[config.mk]
export PLATFORM = sky130hd
export DESIGN_NAME = uart_tx_ctrl
export DESIGN_NICKNAME = d
export VERILOG_FILES = /design/src/rtl/uart_tx_ctrl.sv
export SDC_FILE = /design/constraint.sdc
export NUM_CORES = 1
export LEC_CHECK = 0
export CORE_MARGIN = 5
export CORE_UTILIZATION = 25
export CTS_CLUSTER_DIAMETER = 200
export CTS_CLUSTER_SIZE = 10
export DETAILED_ROUTE_END_ITERATION = 16
export PLACE_DENSITY = 0.51
export SYNTH_ARGS = -nofsm -noshare
export SYNTH_HDL_FRONTEND = slang
export SYNTH_SLANG_ARGS = --single-unit
[constraint.sdc]
create_clock -name clk -period 3.82 [get_ports clk]
set_input_delay 1.146 -clock clk [delete_from_list [all_inputs] [get_ports clk]]
set_output_delay 1.146 -clock clk [all_outputs]
set_load 0.1 [all_outputs]
[src/rtl/uart_tx_ctrl.sv]
// UART transmit controller: serialises one DATA_BITS word per handshake as start, data (LSB first), optional parity, stop bits.
// Latency: tx drops for the start bit on the handshake edge; done pulses (1+DATA_BITS+parity+STOP_BITS)*CLKS_PER_BIT cycles later.
// Backpressure: in_ready is high only in IDLE (including the done cycle), so a held in_valid waits for the current frame to finish.
//
// Ports:
//   clk       - single clock, rising edge
//   rst       - synchronous active-low reset
//   in_data   - word to send, captured only on in_valid && in_ready
//   in_valid  - source has a word
//   in_ready  - controller can accept a word this cycle
//   tx        - registered serial line, idle high
//   busy      - a frame is in progress
//   done      - one-cycle pulse in the first idle cycle after the last stop bit

module uart_tx_ctrl #(
    parameter int CLKS_PER_BIT = 434,
    parameter int DATA_BITS    = 8,
    parameter int PARITY       = 0,
    parameter int STOP_BITS    = 1
) (
    input  logic                 clk,
    input  logic                 rst,
    input  logic [DATA_BITS-1:0] in_data,
    input  logic                 in_valid,
    output logic                 in_ready,
    output logic                 tx,
    output logic                 busy,
    output logic                 done
);

    // Parameter legality
    if (CLKS_PER_BIT < 2) begin : g_err_clks
        $error("uart_tx_ctrl: CLKS_PER_BIT must be >= 2");
    end
    if (DATA_BITS < 5 || DATA_BITS > 9) begin : g_err_data
        $error("uart_tx_ctrl: DATA_BITS must be in 5..9");
    end
    if (PARITY < 0 || PARITY > 2) begin : g_err_par
        $error("uart_tx_ctrl: PARITY must be 0 (none), 1 (odd) or 2 (even)");
    end
    if (STOP_BITS < 1 || STOP_BITS > 2) begin : g_err_stop
        $error("uart_tx_ctrl: STOP_BITS must be 1 or 2");
    end

    localparam int CW = $clog2(CLKS_PER_BIT);
    localparam int BW = $clog2(DATA_BITS);

    localparam logic [CW-1:0] BAUD_LAST = CW'(CLKS_PER_BIT - 1);
    localparam logic [BW-1:0] DATA_LAST = BW'(DATA_BITS - 1);
    localparam logic [BW-1:0] STOP_LAST = BW'(STOP_BITS - 1);
    // Odd parity is the complement of the data XOR
    localparam logic          ODD_FLIP  = (PARITY == 1);

    typedef enum logic [2:0] {
        S_IDLE,
        S_START,
        S_DATA,
        S_PAR,
        S_STOP
    } state_t;

    state_t                 r_state;
    logic [CW-1:0]          r_baud;
    logic [BW-1:0]          r_bit;
    logic [DATA_BITS-1:0]   r_shift;
    logic                   r_par;
    logic                   r_tx;
    logic                   r_busy;
    logic                   r_done;

    logic                   w_tick;
    logic                   w_hs;

    assign w_tick   = (r_baud == BAUD_LAST);
    assign in_ready = (r_state == S_IDLE) && rst;
    assign w_hs     = in_valid && in_ready;

    assign tx   = r_tx;
    assign busy = r_busy;
    assign done = r_done;

    always_ff @(posedge clk) begin
        if (!rst) begin
            r_state <= S_IDLE;
            r_baud  <= '0;
            r_bit   <= '0;
            r_shift <= '0;
            r_par   <= 1'b0;
            r_tx    <= 1'b1;
            r_busy  <= 1'b0;
            r_done  <= 1'b0;
        end else begin
            r_done <= 1'b0;

            // Baud counter runs in every non-idle state and wraps on the bit-end tick
            if (r_state == S_IDLE || w_tick) begin
                r_baud <= '0;
            end else begin
                r_baud <= r_baud + CW'(1);
            end

            case (r_state)
                S_IDLE: begin
                    if (w_hs) begin
                        // Parity is fixed at capture so later in_data changes cannot leak in
                        r_shift <= in_data;
                        r_par   <= (^in_data) ^ ODD_FLIP;
                        r_bit   <= '0;
                        r_tx    <= 1'b0;
                        r_busy  <= 1'b1;
                        r_state <= S_START;
                    end
                end

                S_START: begin
                    if (w_tick) begin
                        r_tx    <= r_shift[0];
                        r_shift <= r_shift >> 1;
                        r_bit   <= '0;
                        r_state <= S_DATA;
                    end
                end

                S_DATA: begin
                    if (w_tick) begin
                        if (r_bit == DATA_LAST) begin
                            r_bit <= '0;
                            if (PARITY != 0) begin
                                r_tx    <= r_par;
                                r_state <= S_PAR;
                            end else begin
                                r_tx    <= 1'b1;
                                r_state <= S_STOP;
                            end
                        end else begin
                            r_tx    <= r_shift[0];
                            r_shift <= r_shift >> 1;
                            r_bit   <= r_bit + BW'(1);
                        end
                    end
                end

                S_PAR: begin
                    if (w_tick) begin
                        r_tx    <= 1'b1;
                        r_bit   <= '0;
                        r_state <= S_STOP;
                    end
                end

                S_STOP: begin
                    // Bit counter is reused to count stop-bit periods
                    if (w_tick) begin
                        if (r_bit == STOP_LAST) begin
                            r_bit   <= '0;
                            r_busy  <= 1'b0;
                            r_done  <= 1'b1;
                            r_state <= S_IDLE;
                        end else begin
                            r_bit <= r_bit + BW'(1);
                        end
                    end
                end

                default: begin
                    r_tx    <= 1'b1;
                    r_busy  <= 1'b0;
                    r_state <= S_IDLE;
                end
            endcase
        end
    end

endmodule

Yosys cells after proc, flatten, opt, wreduce, memory -nomap -nowiden
Cells that the tools add are included.

storage, ports and cells
  register bits = 26
  latch bits = 0
  bits in writable memories = 0
  bits in read-only memories = 0
  input port bits = 11
  output and inout port bits = 4
  logic and storage cells = 74
  memories = 0

operators by class
  add/subtract/negate cells = 2
  $mul = 0
  divide/modulo/power cells = 0
  $lt $le $gt $ge = 0
  equality and inequality tests = 15
  shift operators = 0
  multiplexer cells = 31
  bitwise gates (word level) = 3
  reduce and logical (&&, ||, !) cells = 16

operators with widths
  cell                 number
  $mux 3               13
  $mux 8               4
  $pmux 8 s3           1
  $ne 2x2->1 const B   8
  $pmux 3 s5           1
  $reduce_and 5->1     3
  $pmux 3 s4           1
  $add 9x1->9 const B  1
  $eq 9x9->1 const B   1
  $mux 1               9
  $reduce_and 7->1     1
  $eq 3x2->1 const B   2
  $eq 3x3->1 const B   2
  $logic_not 3->1      2
  $pmux 1 s5           1
  $reduce_and 4->1     1
  $reduce_bool 4->1    1
  $reduce_or 2->1      2
  $add 3x1->3 const B  1
  $eq 3x1->1 const B   1
  $not 1->1            3
  $pmux 1 s3           1
  $reduce_and 3->1     1
  $reduce_bool 3->1    1
  other kinds (4)      5

Logic depth before layout (Yosys ltp)
  depth after elaboration = 5
  gate-level depth with buffers = 6
  gate-level depth less buffers = 6

Worst setup path after synthesis
No wires, ideal clock.

  path type = in2out
  start point = input port rst
  end point = output port in_ready
  arrival time = 2.782 ns
  data required time = 2.674 ns
  setup slack = -0.108 ns
  cell stages on the path = 3
  buffers on the path = 1
  cell sequence = clkbuf_1 > nand2_1 > nor2_1

on the way
  longest elaborated chain between the ends = 1

RTL lines
  what               RTL line  text
  from (decl)        22        input logic rst,
  $logic_and 1x1->1  75        assign in_ready = (r_state == S_IDLE) && rst;
  to (decl)          25        output logic in_ready,

No other way between the ends.

Worst setup path in the final report
Ends and elaborated chain as after synthesis.

==> out/qor.csv <==
metric,value,unit
most frequent cells in the layout,"dfxtp_1 (26), nor2_1 (15), a21oi_1 (13), o21ai_0 (12)",
VDD IR max,0.107,mV
Worst-path clk slew,0.08,ns
largest net degree at the start of global routing,20,
hold path startpoint,r_baud[0]$_SDFF_PP0_,
status,"complete, no violations",
average wire per cell in the routed design,12.8,um
TritonCTS Buffers,3,
Post-Synthesis Cells,156,
H-Tree Depth,1,
Initial Util,0.261,
DR iter-0 viols,105,
Final Net Count,186,
CTS tree,yes,
#FFs+latches synth,26,
Final Hold Viols,0,
Sum Neg Setup Slack,0,ns
hold_buf cts,0,
unrepaired setup endpoints after global routing,no,
Layout area overhead,19.4,%
Critical R2R Launch,r_bit[0]$_SDFFE_PN0P_,
crit path time final,3.21,ns
via count,1200,
clk_lat worst skew,0.27,ns
Hold Crit Class,reg2reg,
CP Launch Point,rst,
Max Cap Violations,0,
Chip Width,83.6,um
Final Wtd Congestion,0.736,
die area,6980,sq um
average size of a mapped cell,8.67,sq um
router iterations before antenna repair,4,
Mapped Nets,172,
Ports,15,
fin crit share,0.841,
Synth cell types,38,
first-pass GRT wire length,5.16,mm
main flop type after synthesis,dfxtp_1,
Setup Skew,0.00229,ns
Worst Path Arrival,2.07,ns
Synth area leader,dfxtp_1,
layout cells sized above 1,0.0952,
HPWL Detailed,2.17,mm
setup bufs post-CTS,0,
number of global-route vias before repair,1103,
Die Y,83.6,um
worst path required time,2.67,ns
via density per instance,5.04,
"most common cell after layout, fill and taps aside",dfxtp_1,
synth warn,0,
Synth top area share,0.385,
CP max FO,3,
final wirelength,3.05,mm
global route total overflow,0,
Max clock buf depth,2,
leak pwr,0.571,nW
CTS resizes,0,
GRT Total Usage,0.0893,
Power per Cell Area,340,nW/um^2
fin. max-slew vios,0,
cell area after synthesis,1350,sq um
Post-synth EDFFs,0,
# port buffers,14,
CTS Sinks,26,
clock root buffer,clkbuf_8,
DRC,0,
asr flop ratio synth,0,
antenna violations before repair,0,
sequential share of the synthesized area,0.385,
final instance area,1620,sq um
Startpoint Class,input port,
Post-DP Area,1570,sq um
Slew HR,0.357,
Max Clock Freq,0.311,GHz
core area,5170,sq um
# setup viols final,0,
final antenna-violating net count,0,
synth top area cells,"dfxtp_1 (38%), a21oi_1 (4.8%), ha_1 (4.6%), a311oi_1 (4.5%), o21ai_0 (4.4%)",
antenna cells,0,
row cnt,26,
Worst Tran Pin Value,0.962,ns
critical path endpoint category,output pin,
Setup CP Type,in2out,
## critical path, cell delays in order
cell	delay (ns)
clkdlybuf4s50_1	0.47
nand2_1	0.09
nor2_2	0.16
buf_12	0.19
## power breakdown
| part | internal (W) | total, W | switching [W] |
|---|---|---|---|
| combinational | 0.0000390 | 0.000102 | 0.0000627 |
| clock | 0.0000706 | 0.000153 | 0.0000827 |
| sequential | 0.000284 | 0.000294 | 0.00000996 |
| total | 0.000394 | 0.000549 | 0.000155 |
## area by class of cell
cell class	count	area, sq um
repair buffers	16	160
flip-flops and latches	26	520
well taps	70	87.6
multi-input cells	118	787
inverters	5	18.8
fillers	537	3560
clock buffers	3	41.3
## through the flow
step | utilization | total power (W) | cells | hold slack (ns) | setup slack (ns)
3_5_place_dp | 0.304 | 0.000402 | 235 | 0.457 | 0.603
4_1_cts | 0.312 | 0.000560 | 238 | 0.479 | 0.600
6_report | 0.312 | 0.000549 | 238 | 0.465 | 0.606
2_1_floorplan | - | 0.000370 | 156 | 0.430 | 0.342
3_3_place_gp | 0.304 | 0.000402 | 235 | 0.450 | 0.605
5_1_grt | 0.312 | 0.000583 | 238 | 0.498 | 0.537
## routing by layer
metal / vias to the layer above / global-route usage / part of all wire
met5: - / 0 / 0
met4: 0 / 0.0278 / 0.011
met3: 4 / 0.0286 / 0.028
met2: 16 / 0.153 / 0.52
met1: 577 / 0.106 / 0.44
li1: 603 / - / -
## synth_stat cells, types with 2 or more instances
master    number
xor2_1         3
clkbuf_1       5
nand2b_1       2
nor4b_1        2
o21ai_0       12
a21oi_1       13
nand4b_1       3
mux2i_1        3
xnor2_1        6
o211ai_1       3
buf_2          2
a211oi_1       2
and4_1         2
dfxtp_1       26
nand3_1       11
ha_1           5
o21a_1         2
nand2_1        9
and3_2         2
a311oi_1       7
inv_1          4
nor2_1        16
## state kept, by name, indices dropped and copies added, names as in the netlist
name     cells
r_bit        3
tx           1
busy         1
r_baud       9
done         1
r_shift      8
r_state      3
## worst paths after layout
path              slack [ns]  cells after the start                       to
setup / recovery        0.61                      4                 in_ready
hold reg to reg         0.46                      1     r_baud[0]$_SDFF_PP0_
hold / removal          0.46                      1     r_baud[0]$_SDFF_PP0_
setup reg to reg        1.79                      6  r_shift[6]$_SDFFE_PN0P_
## cell families after synthesis
group,synth area share
simple gates,0.208
flops,0.385
mux,0.0222
buf+inv,0.0351
xor+xnor,0.0583
compound gates,0.245
fa+ha+maj,0.0463
(Power assumes the default switching activity.)
